[src/rtl/pcs_40g_tx_sched.sv]
// ---------------------------------------------------------------------------
// pcs_40g_tx_sched
//
// Transmit slot scheduler for the 40G PCS TX path. Every clk cycle it decides
// whether the current 4-lane block slot carries MAC data, an alignment marker
// (AM) or is a gearbox stall, and drives the datapath strobes accordingly.
//
// The first slot after enabling is always an AM. After that, AM_PERIOD data
// slots separate successive AMs. The gearbox stalls once every GB_PERIOD+1
// cycles on a fixed cadence, and stall cycles are not counted as data slots.
// An AM that falls due on a stall cycle waits for the next non-stall slot.
//
// Ports:
//   clk         clock
//   reset       synchronous active-high reset
//   en_i        scheduler enable from link startup (level-sensitive)
//   ready_o     MAC may present a data block; consumed when ready_o=1
//   scr_en_o    scrambler/encoder advance (identical to ready_o)
//   am_v_o      per-lane AM-slot strobe (all bits equal)
//   gb_stall_o  gearbox stall cycle, no block pushed
//   gb_seq_o    gearbox sequence index 0..GB_PERIOD
//   run_o       scheduler is in the RUN state
//
// Every output is taken straight from a flop; en_i never reaches an output
// combinationally.
// ---------------------------------------------------------------------------
module pcs_40g_tx_sched #(
    parameter int LANE_N    = 4,
    parameter int AM_PERIOD = 16383,
    parameter int GB_PERIOD = 32,
    parameter int CNT_W     = $clog2(AM_PERIOD),
    parameter int SEQ_W     = $clog2(GB_PERIOD + 1)
) (
    input  logic              clk,
    input  logic              reset,
    input  logic              en_i,
    output logic              ready_o,
    output logic              scr_en_o,
    output logic [LANE_N-1:0] am_v_o,
    output logic              gb_stall_o,
    output logic [SEQ_W-1:0]  gb_seq_o,
    output logic              run_o
);

    typedef enum logic {
        IDLE = 1'b0,
        RUN  = 1'b1
    } state_t;

    localparam logic [SEQ_W-1:0] SEQ_STALL = SEQ_W'(GB_PERIOD);
    localparam logic [CNT_W-1:0] CNT_LAST  = CNT_W'(AM_PERIOD - 1);

    state_t           state_q, state_d;
    logic [SEQ_W-1:0] seq_q, seq_d;
    logic [CNT_W-1:0] cnt_q, cnt_d;
    logic             pend_q, pend_d;
    logic             am_q, am_d;
    logic             ready_q, ready_d;
    logic             stall_q, stall_d;
    logic             cur_stall;

    // Classification of the slot currently being presented.
    assign cur_stall = (seq_q == SEQ_STALL);

    // Next-state logic. The output flops are loaded with the classification
    // of the *next* slot, so the registered outputs always describe the slot
    // that the state registers hold.
    always_comb begin
        // NOTE: every signal written here gets a default first, so no path
        // through the case statement can leave one unassigned and infer a latch.
        state_d = state_q;
        seq_d   = seq_q;
        cnt_d   = cnt_q;
        pend_d  = pend_q;

        case (state_q)
            IDLE: begin
                seq_d  = '0;
                cnt_d  = '0;
                pend_d = 1'b0;
                if (en_i) begin
                    state_d = RUN;
                    pend_d  = 1'b1;      // first RUN slot is an AM
                end
            end
            RUN: begin
                if (!en_i) begin
                    // Drop any pending AM; the gearbox restarts at 0 later.
                    state_d = IDLE;
                    seq_d   = '0;
                    cnt_d   = '0;
                    pend_d  = 1'b0;
                end else begin
                    seq_d = cur_stall ? '0 : seq_q + SEQ_W'(1);
                    if (!cur_stall) begin
                        if (pend_q) begin
                            // AM slot
                            pend_d = 1'b0;
                            cnt_d  = '0;
                        end else if (cnt_q == CNT_LAST) begin
                            // Last data slot of the period: next free slot is AM.
                            pend_d = 1'b1;
                            cnt_d  = '0;
                        end else begin
                            cnt_d = cnt_q + CNT_W'(1);
                        end
                    end
                end
            end
            default: begin
                state_d = IDLE;
            end
        endcase

        stall_d = (state_d == RUN) && (seq_d == SEQ_STALL);
        am_d    = (state_d == RUN) && !stall_d && pend_d;
        ready_d = (state_d == RUN) && !stall_d && !pend_d;
    end

    // NOTE: sequential state uses non-blocking assignments so every flop
    // samples the pre-edge values, independent of statement order.
    always_ff @(posedge clk) begin
        if (reset) begin
            state_q <= IDLE;
            seq_q   <= '0;
            cnt_q   <= '0;
            pend_q  <= 1'b0;
            am_q    <= 1'b0;
            ready_q <= 1'b0;
            stall_q <= 1'b0;
        end else begin
            state_q <= state_d;
            seq_q   <= seq_d;
            cnt_q   <= cnt_d;
            pend_q  <= pend_d;
            am_q    <= am_d;
            ready_q <= ready_d;
            stall_q <= stall_d;
        end
    end

    assign run_o      = (state_q == RUN);
    assign ready_o    = ready_q;
    assign scr_en_o   = ready_q;
    assign am_v_o     = {LANE_N{am_q}};
    assign gb_stall_o = stall_q;
    assign gb_seq_o   = seq_q;

endmodule

[config.mk]
export PLATFORM = sky130hd
export DESIGN_NAME = pcs_40g_tx_sched
export DESIGN_NICKNAME = d
export VERILOG_FILES = /design/src/rtl/pcs_40g_tx_sched.sv
export SDC_FILE = /design/constraint.sdc
export NUM_CORES = 1
export LEC_CHECK = 0
export ABC_AREA = 1
export CORE_MARGIN = 2
export CORE_UTILIZATION = 49
export CTS_CLUSTER_DIAMETER = 40
export DETAILED_ROUTE_END_ITERATION = 7
export GPL_TIMING_DRIVEN = 0
export PLACE_DENSITY = 0.71
export SLEW_MARGIN = 20
export SYNTH_ARGS = -nofsm -noshare
export SYNTH_HDL_FRONTEND = slang
export SYNTH_SLANG_ARGS = --single-unit
[constraint.sdc]
create_clock -name clk -period 1.9 [get_ports clk]
set_input_delay 0.285 -clock clk [delete_from_list [all_inputs] [get_ports clk]]
set_output_delay 0.285 -clock clk [all_outputs]
set_load 0.01 [all_outputs]
==> impl_metrics.json <==
{
  "gp_congestion": 0.8358,
  "yosys_warnings": 0,
  "seqPwrFrac_pct": 64.5,
  "p_leak_nw": 0.7639,
  "cp.buffers_inverters": 1,
  "design.portCount": 17,
  "layout_commonest_cell": "nand2_1",
  "antenna_cells": 0,
  "antenna_found_initial": 0,
  "port_buffers": 16,
  "avgRoutedWirePerCell_um": 10.43,
  "clockPowerShare_pct": 28.0,
  "drtPass1Iterations": 4,
  "vias_per_cell": 4.815,
  "vias": 1329,
  "core_region_area_mm2": 0.003003,
  "finalHoldViolations": 0,
  "cp-startpoint": "gb_seq_o[2]$_SDFF_PP0_",
  "groute.usage.overall_pct": 17.60,
  "critPathKind": "reg -> out",
  "netlist_area_mm2": 0.001529,
  "fin_crit_sh_pct": 90.79,
  "die_h_um": 59.86,
  "cts_root_buffer": "clkbuf_4",
  "synth_seq_area_share_pct": 32.73,
  "switchingPower_w": 0.0001902,
  "crit_family": "buffers and inverters",
  "die_x_um": 59.86,
  "maxSlewHeadroom_pct": 67.51,
  "arrival_ns": 1.44,
  "r2r_cells": 10,
  "ant_nets": 0,
  "syn_to_final_growth_pct": 14.98,
  "worstHoldPathType": "reg -> reg",
  "grt_max_degree": 15,
  "cts.hold.buffers_added": 0,
  "numCtsBuffers": 3,
  "worstHoldEndpoint": "cnt_q[13]$_SDFFE_PP0P_",
  "required_ns": 1.62,
  "max_clock_freq_mhz": 579.7,
  "drc": 0,
  "cts_tree": "built",
  "worst_pin_slew_ns": 0.4873,
  "skew_ns": 0.005825,
  "first_iter_violations": 50,
  "cp_cell_sequence": "clkdlybuf4s50_1",
  "synth_seq_cells": 25,
  "clk-insertion-delay-late_ns": 0.31,
  "fin_setup_tns_ns": 0,
  "rsz0062_at_grt": "no",
  "cpPeakStageDelay_ns": 0.60,
  "maxSlewViolCount": 0,
  "dp_hpwl_um": 2223,
  "critPathCaptureType": "output pin",
  "p_sw_share_pct": 22.95,
  "n_fill_cell": 294,
  "comb_power_share_pct": 7.5,
  "clk_pin_slew_ns": 0.13,
  "rr_startpoint": "gb_seq_o[0]$_SDFF_PP0_",
  "grt_pass1_vias": 1152,
  "critical_path.max_fanout": 7,
  "nNetsFinal": 251,
  "wl_um": 2879,
  "final_cell_mix": "nand2_1 (59), inv_1 (32), nor2_1 (27), dfxtp_1 (25)",
  "avgSynthCellArea_um2": 6.856,
  "synth.net_count": 230,
  "drv_cap": 0,
  "finalCriticalPeriod_ns": 1.725,
  "htreeDepth": 1,
  "power.total_w": 0.0008287,
  "die_area_mm2": 0.003583,
  "layout-drive-gt1-share_pct": 15.23,
  "rows": 20,
  "grt_overflow": 0,
  "r2r_slack_ns": 0.33,
  "irDropWorstVdd_v": 0.0004991,
  "cts.sinks": 25,
  "slowest_stage": "clkdlybuf4s50_1",
  "status": "completed",
  "worstSetupStartpointType": "flip-flop",
  "start_util_pct": 50.92,
  "cellPowerDensity_mw_per_mm2": 471.4,
  "cts_resized": 0,
  "internal_power_w": 0.0006385,
  "grt_pass1_wl_um": 4905,
  "syn-instance-count": 223,
  "timing.rr.end": "am_q$_SDFF_PP0_",
  "min-delay-start": "cnt_q[13]$_SDFFE_PP0P_",
  "hold_depth": 2,
  "setup_viol": 0,
  "clockBufferDepth": 2,
  "cts_setup_buffers": 0,
  "ys_types": 27
}
[registers in the layout, summed over array words and instances, names as in the netlist]
register	flops
am_q	1
cnt_q	14
gb_seq_o	6
gb_stall_o	1
pend_q	1
ready_o	1
run_o	1
[area by class of cell]
type,count,area (um2),area share [%]
clock inverter,1,5.005,0.2847
sequential,25,500.5,28.47
multi-input combinational,158,859.6,48.90
tap,33,41.29,2.349
clock buffer,3,22.52,1.281
inverter,34,127.6,7.260
buffer,6,41.29,2.349
timing repair buffer,16,160.2,9.110
[cell families (layout without fill, tap and decap cells)]
logic type | after synthesis | count (layout) | synth area share [%]
AO/OA/AOI/OAI | 16 | 16 | 6.465
XOR/XNOR | 1 | 1 | 0.5729
adder cells (fa/ha/maj) | 4 | 4 | 3.273
buffers and inverters | 40 | 60 | 11.05
flip-flops | 25 | 25 | 32.73
AND/OR/NAND/NOR | 137 | 137 | 45.91
[metal layers]
| layer | global-route usage [%] | up-vias | wire length (um) |
|---|---|---|---|
| met4 | 2.857 | 0 | 17 |
| met3 | 4.113 | 2 | 117 |
| li1 | - | 731 | - |
| met1 | 25.13 | 570 | 1598 |
| met5 | 0 | - | 0 |
| met2 | 27.33 | 26 | 1146 |
[power by group through the flow]
stage | Combinational [W] | Clock, W | Sequential [W]
final | 0.0000619 | 0.000232 | 0.000535
after floorplan | 0.0000361 | 0 | 0.000546
after CTS | 0.0000625 | 0.000245 | 0.000535
after global placement | 0.0000621 | 0 | 0.000546
after detailed placement | 0.0000621 | 0 | 0.000546
after global routing | 0.0000679 | 0.000266 | 0.000536
[worst max path at each step]
| stage | end | cells after the start |
|---|---|---|
| after floorplan | am_q$_SDFF_PP0_ | 10 |
| after global placement | am_q$_SDFF_PP0_ | 8 |
| after detailed placement | am_q$_SDFF_PP0_ | 8 |
| after CTS | gb_seq_o[2] | 1 |
| after global routing | gb_seq_o[2] | 1 |
| final | gb_seq_o[2] | 1 |
[metrics by stage]
stage	util [%]	cell area [um2]	setup WS, ns	instances	hold slack (ns)
floorplan	-	1529	0.4792	223	0.3643
global placement	57.63	1730	0.1527	272	0.4870
detailed placement	57.63	1730	0.1498	272	0.4943
CTS	58.54	1758	0.1546	276	0.5198
global route	58.54	1758	0.1187	276	0.5408
finish	58.54	1758	0.1749	276	0.5180
[synth_stat cells]
master | number | area share, %
o21bai_1 | 1 | 0.49
nor2_4 | 5 | 3.7
o21ai_0 | 3 | 0.98
nand2_2 | 5 | 2.0
inv_1 | 32 | 7.9
dfxtp_1 | 25 | 33
nor2_8 | 1 | 1.3
nor2_1 | 27 | 6.6
nand2_1 | 59 | 14
ha_1 | 4 | 3.3
nand3_2 | 1 | 0.65
xnor2_1 | 1 | 0.57
a21o_1 | 1 | 0.49
nand3_1 | 16 | 5.2
clkbuf_1 | 1 | 0.25
nand3b_1 | 1 | 0.49
nand3_4 | 1 | 1.1
a21oi_2 | 3 | 1.7
a21oi_1 | 7 | 2.3
buf_4 | 5 | 2.5
nor2_2 | 3 | 1.2
a21boi_1 | 1 | 0.49
nand2_4 | 4 | 2.9
inv_2 | 2 | 0.49
nor3_1 | 5 | 1.6
nand4_1 | 6 | 2.5
nor3_2 | 3 | 2.0
No activity file was read; power rests on OpenSTA's default activity.
==> edit: new RTL, same flow settings <==
Set the parameter `AM_PERIOD` to 8191 (it was 16383).
--- a/src/rtl/pcs_40g_tx_sched.sv
+++ b/src/rtl/pcs_40g_tx_sched.sv
@@ -27,5 +27,5 @@
 module pcs_40g_tx_sched #(
     parameter int LANE_N    = 4,
-    parameter int AM_PERIOD = 16383,
+    parameter int AM_PERIOD = 8191,
     parameter int GB_PERIOD = 32,
     parameter int CNT_W     = $clog2(AM_PERIOD),
Behaviour: same outputs for any inputs over 10 cycles, from zero or initial values and one cycle with reset high; that may be too few to reach the edited logic, so the function may still have changed.
==> edit against the original RTL <==
Routed wire length decreased by 1.6%; synthesized cell count decreased by 3.1%; power decreased by 2.8%; largest cell class unchanged; worst setup slack improved by 0.031 ns; die area decreased by 5.7%; sequential cell count decreased by 1; register-to-register slack got worse by 0.10 ns; count of clock-buffer cells in the layout unchanged; design area decreased by 5.7%; critical path depth unchanged; global-route usage increased by 0.78 points; area after synthesis decreased by 6.1%.
==> edit: results (changes against the original RTL) <==
route:
  vias: 1346  # +1.3%
  drt_wl_total_microns: 2830  # -1.6%
  dr.pass1.iters: 4  # unchanged
  drt_iter0_markers: 52  # +4.0%
pwr:
  leakagePower_uw: 0.000645  # -16%
  irDropWorstVdd_v: 0.000319  # -36%
clock_tree:
  cts_inserted_buffers: 3  # unchanged
  clk_pin_slew_ns: 0.13  # about the same
  post_cts_buffers: 0  # unchanged
  clk_path_buf_depth: 2  # unchanged
  root_buffer: "clkbuf_4"
  clock_latency_ns: 0.32
  cts.repair.resized: 0  # unchanged
  cts-htree-levels: 1  # unchanged
yosys:
  synth_area_leaders: "dfxtp_1 33%, nand2_1 14%, nor2_1 11%, inv_1 6.5%, nand3_1 5.2%"
  synth_fp_nets: 223  # -3.0%
  synth_ff_type: "dfxtp_1"
  synth_cell_types: 28  # +3.7%
  ys.warnings.count: 0  # unchanged
  synth_commonest_cells: "52 x nand2_1, 41 x nor2_1, 25 x inv_1, 24 x dfxtp_1, 15 x nand3_1"
  synth-async-reset-ratio: 0  # unchanged
  ys_seq_area_frac: 0.334  # +0.00716
final_layout:
  top_register: "cnt_q"
  antenna_cells: 0  # unchanged
  largest_reg_flops: 13  # -1
  drive_gt1_frac: 0.123  # -0.0289
  finish.net_count: 244  # -2.8%
critical_path:
  cpMaxStageDelayCell: "clkdlybuf4s50_1"
  cp_max_fo: 8  # +1
  path_delay_family: "buffers and inverters"
  crit_path_max_incr_delay_ns: 0.60  # about the same
  r2r_setup_slack_ns: 0.23  # -0.10 ns
  cp.arrival_ns: 1.41  # -0.03 ns
run_status:
  status: "finished clean"
place:
  place_area_sq_um: 1640  # -5.5%
  gp_congestion: 0.822  # -1.7%
  dpl.hpwl_microns: 2200  # -0.82%
  portBuffers: 16  # unchanged
global_routing:
  grt_pass1_vias: 1074  # -6.8%
  antenna_found_initial: 0  # unchanged
  grt_overflow: 0  # unchanged
  grt_pass1_wl_microns: 4820  # -1.8%
  grtUsageTotal: 0.184  # +0.00782
  grt_start_max_net_pins: 13  # -2
hold_path:
  hold_class: "reg -> reg"
sta:
  whs_ns: 0.515  # -0.00329 ns
  tightest_slew_ns: 0.462  # -0.0248 ns
  skew_ns: 0.0101  # +0.00426 ns
## edit: cell families (layout without fill, tap and decap cells)
logic type | Yosys count | count (layout) | share of synthesized area
adders and majority gates | 4 | 4 | 0.0348
buffers and inverters | 34 | 53 | 0.107
AOI/OAI and AO/OA | 13 | 13 | 0.0549
xor gates and xnor gates | 1 | 1 | 0.00610
and+or+nand+nor | 140 | 140 | 0.463
DFF | 24 | 24 | 0.334
## edit: where the power goes
group	internal [uW]	switching, uW	total [uW]
clock	74.4	156	230
sequential	508	5.70	514
combinational	29.7	31.9	61.5
## edit: final timing paths
kind / start / endpoint / cells past startpoint
worst max-delay path: gb_seq_o[2] / gb_seq_o[2] / 1
worst min-delay path: cnt_q[8] / cnt_q[8] / 2
worst max register to register: gb_seq_o[0] / ready_o / 10
worst min register to register: cnt_q[8] / cnt_q[8] / 2
## edit: stage by stage
step,cells,worst slack (ns),utilization
5_1_grt,266,0.0695,0.596
2_1_floorplan,216,0.407,-
6_report,266,0.206,0.596
4_1_cts,266,0.205,0.596
3_3_place_gp,263,0.194,0.588
3_5_place_dp,263,0.195,0.588
## edit: layout make-up
type,count,area [sq um]
buffer,7,52.6
tap,31,38.8
fill,285,1120
multi-input combinational,158,802
timing repair buffer,16,160
sequential,24,480
inverter,27,101
clock buffer,3,22.5
## edit: metal layers
metal | up-vias | wire (microns) | part of all wire | GRT usage
met5 | - | 0 | 0 | 0
met4 | 0 | 42 | 0.015 | 0.0698
met3 | 5 | 76 | 0.027 | 0.0268
met2 | 27 | 1160 | 0.41 | 0.258
met1 | 589 | 1550 | 0.55 | 0.281
li1 | 725 | - | - | -
